--- config.mk ---
export PLATFORM = sky130hd
export DESIGN_NAME = ext_pipe_flat
export DESIGN_NICKNAME = d
export VERILOG_FILES = /design/src/rtl/ext_pipe_if.sv /design/src/rtl/ext_pipe.sv /design/src/flat_wrapper.sv
export SDC_FILE = /design/constraint.sdc
export NUM_CORES = 1
export LEC_CHECK = 0
export BUFFER_PORTS_ARGS = -buffer_cell sky130_fd_sc_hd__buf_4
export CORE_MARGIN = 2
export CORE_UTILIZATION = 52
export DETAILED_ROUTE_END_ITERATION = 10
export PLACE_DENSITY = 0.75
export RECOVER_POWER = 25
export SLEW_MARGIN = 15
export SYNTH_ARGS = -nofsm -noshare
export SYNTH_HDL_FRONTEND = slang
export SYNTH_SLANG_ARGS = --single-unit
--- constraint.sdc ---
create_clock -name clk -period 2.2 [get_ports clk]
set_input_delay 0.22 -clock clk [delete_from_list [all_inputs] [get_ports clk]]
set_output_delay 0.22 -clock clk [all_outputs]
set_load 0.005 [all_outputs]
--- src/rtl/ext_pipe_if.sv ---
// Handshake bundle for the immediate-extension stage: decode-side input,
// execute-side output, squash control and the sticky error flag.
interface ext_pipe_if #(
  parameter int IMM_W  = 16,
  parameter int DATA_W = 32
);
  logic              flush;
  logic              in_valid;
  logic              in_ready;
  logic [IMM_W-1:0]  in_imm;
  logic [2:0]        in_op;
  logic [DATA_W-1:0] in_pc;
  logic              out_valid;
  logic              out_ready;
  logic [DATA_W-1:0] out_ext;
  logic              out_err;
  logic              err_sticky;

  modport slave (
    input  flush, in_valid, in_imm, in_op, in_pc, out_ready,
    output in_ready, out_valid, out_ext, out_err, err_sticky
  );

  modport master (
    output flush, in_valid, in_imm, in_op, in_pc, out_ready,
    input  in_ready, out_valid, out_ext, out_err, err_sticky
  );
endinterface

--- src/rtl/ext_pipe.sv ---
// Registered immediate-extension stage between decode and execute, with a
// one-entry skid behind the output register for full-rate backpressure.
module ext_pipe #(
  parameter int IMM_W   = 16,
  parameter int DATA_W  = 32,
  parameter int SHIFT_B = 2
) (
  input  logic     clk,
  input  logic     reset,
  ext_pipe_if.slave bus
);

  // Result packed as {err, value}; illegal opcodes yield zero with err set.
  function automatic logic [DATA_W:0] f_extend(
    input logic [IMM_W-1:0]  imm,
    input logic [2:0]        op,
    input logic [DATA_W-1:0] pc
  );
    logic [DATA_W-1:0] sext;
    logic [DATA_W:0]   res;
    sext = {{(DATA_W-IMM_W){imm[IMM_W-1]}}, imm};
    case (op)
      3'd0:    res = {1'b0, sext};
      3'd1:    res = {1'b0, {(DATA_W-IMM_W){1'b0}}, imm};
      3'd2:    res = {1'b0, imm, {(DATA_W-IMM_W){1'b0}}};
      3'd3:    res = {1'b0, sext << SHIFT_B};
      3'd4:    res = {1'b0, pc + DATA_W'(3'd4) + (sext << SHIFT_B)};
      default: res = {1'b1, {DATA_W{1'b0}}};
    endcase
    return res;
  endfunction

  logic              r_main_valid;
  logic [DATA_W-1:0] r_main_ext;
  logic              r_main_err;
  logic              r_skid_valid;
  logic [DATA_W-1:0] r_skid_ext;
  logic              r_skid_err;
  logic              r_err_sticky;

  logic [DATA_W:0]   w_res;
  logic              w_accept;
  logic              w_xfer;

  assign w_res    = f_extend(bus.in_imm, bus.in_op, bus.in_pc);
  assign w_accept = bus.in_valid & ~r_skid_valid;
  assign w_xfer   = r_main_valid & bus.out_ready;

  // Output register, skid entry and sticky error flag.
  always_ff @(posedge clk or posedge reset) begin
    if (reset) begin
      r_main_valid <= 1'b0;
      r_main_ext   <= {DATA_W{1'b0}};
      r_main_err   <= 1'b0;
      r_skid_valid <= 1'b0;
      r_skid_ext   <= {DATA_W{1'b0}};
      r_skid_err   <= 1'b0;
      r_err_sticky <= 1'b0;
    end else if (bus.flush) begin
      r_main_valid <= 1'b0;
      r_skid_valid <= 1'b0;
    end else begin
      if (w_accept && w_res[DATA_W]) begin
        r_err_sticky <= 1'b1;
      end
      if (!r_main_valid || w_xfer) begin
        if (r_skid_valid) begin
          r_main_valid <= 1'b1;
          r_main_ext   <= r_skid_ext;
          r_main_err   <= r_skid_err;
          r_skid_valid <= 1'b0;
        end else if (w_accept) begin
          r_main_valid <= 1'b1;
          r_main_ext   <= w_res[DATA_W-1:0];
          r_main_err   <= w_res[DATA_W];
        end else begin
          r_main_valid <= 1'b0;
        end
      end else if (w_accept) begin
        // Output is stalled: park the new entry so in_ready can drop next cycle.
        r_skid_valid <= 1'b1;
        r_skid_ext   <= w_res[DATA_W-1:0];
        r_skid_err   <= w_res[DATA_W];
      end
    end
  end

  assign bus.in_ready   = ~r_skid_valid;
  assign bus.out_valid  = r_main_valid;
  assign bus.out_ext    = r_main_ext;
  assign bus.out_err    = r_main_err;
  assign bus.err_sticky = r_err_sticky;

endmodule

--- src/flat_wrapper.sv ---
// flat-port wrapper written by rule: the top's interface ports become plain ports
module ext_pipe_flat 
#(
  parameter int IMM_W   = 16,
  parameter int DATA_W  = 32,
  parameter int SHIFT_B = 2
)
  (clk, reset, bus_flush, bus_in_valid, bus_in_imm, bus_in_op, bus_in_pc, bus_out_ready, bus_in_ready, bus_out_valid, bus_out_ext, bus_out_err, bus_err_sticky);
  ext_pipe_if #(.IMM_W(IMM_W), .DATA_W(DATA_W)) bus_i ();
  input  logic clk;
  input  logic reset;
  input wire logic [$bits(bus_i.flush)-1:0] bus_flush;
  input wire logic [$bits(bus_i.in_valid)-1:0] bus_in_valid;
  input wire logic [$bits(bus_i.in_imm)-1:0] bus_in_imm;
  input wire logic [$bits(bus_i.in_op)-1:0] bus_in_op;
  input wire logic [$bits(bus_i.in_pc)-1:0] bus_in_pc;
  input wire logic [$bits(bus_i.out_ready)-1:0] bus_out_ready;
  output wire logic [$bits(bus_i.in_ready)-1:0] bus_in_ready;
  output wire logic [$bits(bus_i.out_valid)-1:0] bus_out_valid;
  output wire logic [$bits(bus_i.out_ext)-1:0] bus_out_ext;
  output wire logic [$bits(bus_i.out_err)-1:0] bus_out_err;
  output wire logic [$bits(bus_i.err_sticky)-1:0] bus_err_sticky;
  assign bus_i.flush = bus_flush;
  assign bus_i.in_valid = bus_in_valid;
  assign bus_i.in_imm = bus_in_imm;
  assign bus_i.in_op = bus_in_op;
  assign bus_i.in_pc = bus_in_pc;
  assign bus_i.out_ready = bus_out_ready;
  assign bus_in_ready = bus_i.in_ready;
  assign bus_out_valid = bus_i.out_valid;
  assign bus_out_ext = bus_i.out_ext;
  assign bus_out_err = bus_i.out_err;
  assign bus_err_sticky = bus_i.err_sticky;
  ext_pipe #(.IMM_W(IMM_W), .DATA_W(DATA_W), .SHIFT_B(SHIFT_B)) u_core (.clk(clk), .reset(reset), .bus(bus_i));
endmodule
==> impl_metrics.ini <==
[global_routing]
busiest_layer = met2
grt_overflow = 0
grt_use_total_pct = 30.5
grt_max_degree = 70
gr-usage-met1_pct = 38.2
grt_pass1_vias = 5417
grt_pass1_wl_um = 26800
met3_usage_pct = 5.14
grt_util_met2_pct = 52.3
grt_antenna_before_repair = 0

[timing]
worst_slack_ns = -0.314
finalSetupViolCount = 36
slew_viol_final = 0
tightest_slew_ns = 0.921
hold_viol = 0
max_freq_mhz = 398
setup_tns_ns = -6.20
period_share_pct = 114
period_minus_slack_ns = 2.51
skew_ns = 0.00430
max-slew-margin-rel_pct = 38.6
rsz0062_at_grt = true

[placement]
io_buffer_count = 91
dp_slack_ns = -0.693
routabilityCongestion = 0.906
hpwlAfterDp_um = 12400

[hold_path]
hold_class = primary input to flop
min-delay-start = bus_flush

[clocking]
clock_path_buffers = 2
cts_root_buffer = clkbuf_8
cts_inserted_buffers = 9
htreeDepth = 3
cts_tree = done
path_clk_slew_ns = 0.07
clock_sinks = 69
clock_latency_ns = 0.34

[floorplan]
io_pins = 92
row_count = 36
fp.dieW_um = 104
die-height_um = 104
design.core.area_mm2 = 0.00977
initial_utilization_pct = 53.6
fp.dieArea_mm2 = 0.0109

[routing]
ant_nets = 0
drtIter0Drc = 412
dr_total_vias = 5566
viasPerCell = 5.83
drc = 0
wirelength_um = 16700
wl_per_cell_um = 17.5
drt_first_pass_iters = 5

[worst_setup_path]
startpoint_type = primary input
required_ns = 2.41
worstSetupPathType = primary input to flop
reg2reg_from = u_core.bus.out_valid$_DFFE_PP0N_
crit_start = bus_in_imm[1]
arrival_ns = 2.72
worstPathMaxFanout = 4
cp-end-kind = flop

[finish]
utilization_pct = 81.7
ff_latch_area_mm2 = 0.00173
layout-drive-gt1-share_pct = 42.1
multiInputGateArea_mm2 = 0.00417
layout.nets = 931
n_fill_cell = 639
diodes = 0
area_growth_pct = 52.4

[logic_synthesis]
yosysSeqAreaShare_pct = 33.0
syn_area_mm2 = 0.00524
synth_edf_count = 0
synth_nets = 737
synth_warnings = 0
syn_area_per_cell_um2 = 8.41
syn_inst = 623
synth_ff_type = dfrtp_1
synth_seq_cells = 69
synthArstFlopShare_pct = 100
synth_cell_types = 61

[pwr]
vdd_ir_drop_max_mv = 0.320
power_leakage_nw = 3.73
powerDensity_mw_per_mm2 = 574

[status]
status = complete, but fails checks
violations = negative setup slack

[job]
drv_cap = 0
cells in the mapped netlist, drive strengths merged, types with 12 or more instances:
cell type / number / area (um^2)
a21oi: 67 / 350
and3: 15 / 93.8
nor3: 13 / 75.1
nand2: 103 / 387
ha: 57 / 713
inv: 14 / 52.6
clkbuf: 21 / 78.8
nor2: 37 / 139
dfrtp: 69 / 1730
a21o: 12 / 90.1
o21ai: 74 / 370
xor2: 13 / 114
worst max-delay path, stage by stage:
cell	delay [ns]
buf_6	0.10
ha_4	0.26
ha_4	0.12
inv_2	0.04
fa_2	0.35
nand2b_4	0.16
a21oi_4	0.16
buf_4	0.15
o21ai_2	0.06
a21boi_2	0.19
buf_4	0.14
o21ai_2	0.09
a31oi_1	0.21
xor2_1	0.11
a221oi_2	0.28
o21ai_1	0.09
cell usage in the layout (no fill, tap or decap), types with 9 or more instances in the layout:
| cell | count |
|---|---|
| buf_4 | 198 |
| nand2_1 | 100 |
| dfrtp_1 | 69 |
| a21oi_1 | 51 |
| ha_4 | 39 |
| o21ai_1 | 36 |
| nor2_1 | 35 |
| o21ai_0 | 28 |
| ha_1 | 16 |
| a21oi_2 | 14 |
| and3_1 | 13 |
| a21o_1 | 12 |
| clkbuf_8 | 12 |
| xor2_1 | 11 |
| inv_1 | 10 |
| a221oi_2 | 10 |
| buf_6 | 10 |
| nor3_1 | 9 |
| o21ai_2 | 9 |
kinds of logic after synthesis:
family	after synthesis	synth area share, %
AO/OA/AOI/OAI	215	25.9
XOR/XNOR	24	4.01
buffers and inverters	46	3.75
AND/OR/NAND/NOR	201	17.4
adder cells (fa/ha/maj)	58	14.0
flip-flops	69	33.0
multiplexers	10	2.03
per-stage QoR:
step	power [mW]	area (um^2)	instances	hold slack (ns)
finish	4.58	7990	954	0.0738
global route	4.85	7990	954	0.0666
CTS	4.46	7780	951	0.0587
detailed placement	3.40	7190	926	0.330
global placement	3.34	7190	926	0.324
floorplan	2.60	5640	623	0.283
report_power, final:
part           internal (mW)  switching, mW  total, mW  leakage [nW]
clock                  0.495          0.426      0.920        0.0926
sequential              1.48          0.122       1.60         0.903
combinational           1.06          0.999       2.06          2.74
total                   3.03           1.55       4.58          3.73
final cells by class:
class                           count  share of cell area (%)
Clock buffer                       14                    2.16
Timing Repair Buffer              214                    21.0
Sequential cell                    69                    21.6
Inverter                           15                   0.768
Tap cell                          133                    2.08
Clock inverter                      1                  0.0627
Multi-Input combinational cell    508                    52.3
final timing paths:
kind                                                           to  slack (ns)  cells after the start
worst max register to register  u_core.bus.out_ext[0]$_DFFE_PP0P_        0.37                      5
max in group asynchronous        u_core.r_skid_ext[1]$_DFFE_PP0P_        0.86                      4
min in group asynchronous         u_core.r_skid_valid$_DFFE_PP0P_        0.75                      4
worst min-delay path             u_core.bus.out_valid$_DFFE_PP0N_        0.07                      2
worst min register to register  u_core.r_skid_ext[11]$_DFFE_PP0P_        0.47                      2
worst max-delay path            u_core.r_skid_ext[29]$_DFFE_PP0P_       -0.31                     16
flip-flops by register name, summed over array words and instances (netlist names):
register               count
u_core.bus.out_valid       1
u_core.r_skid_ext         32
u_core.r_skid_err          1
u_core.bus.out_err         1
u_core.bus.out_ext        32
u_core.r_skid_valid        1
u_core.bus.err_sticky      1
metal layers:
layer  routed length [um]  up-vias  share of wire, %
met2                 8160      234                49
li1                     -     2643                 -
met4                  635        0               3.8
met1                 6830     2632                41
met5                    0        -                 0
met3                 1030       57               6.2
timing repair:
action | CTS | global route
pin swaps | 46 | 42
setup buffers | 9 | 4
resized for setup | 60 | 41
endpoints found under the setup margin | 38 | 45
endpoints found under the hold margin | 69 | 0
hold buffers | 1 | 0
Note: power is estimated with default switching activity, not from simulation.
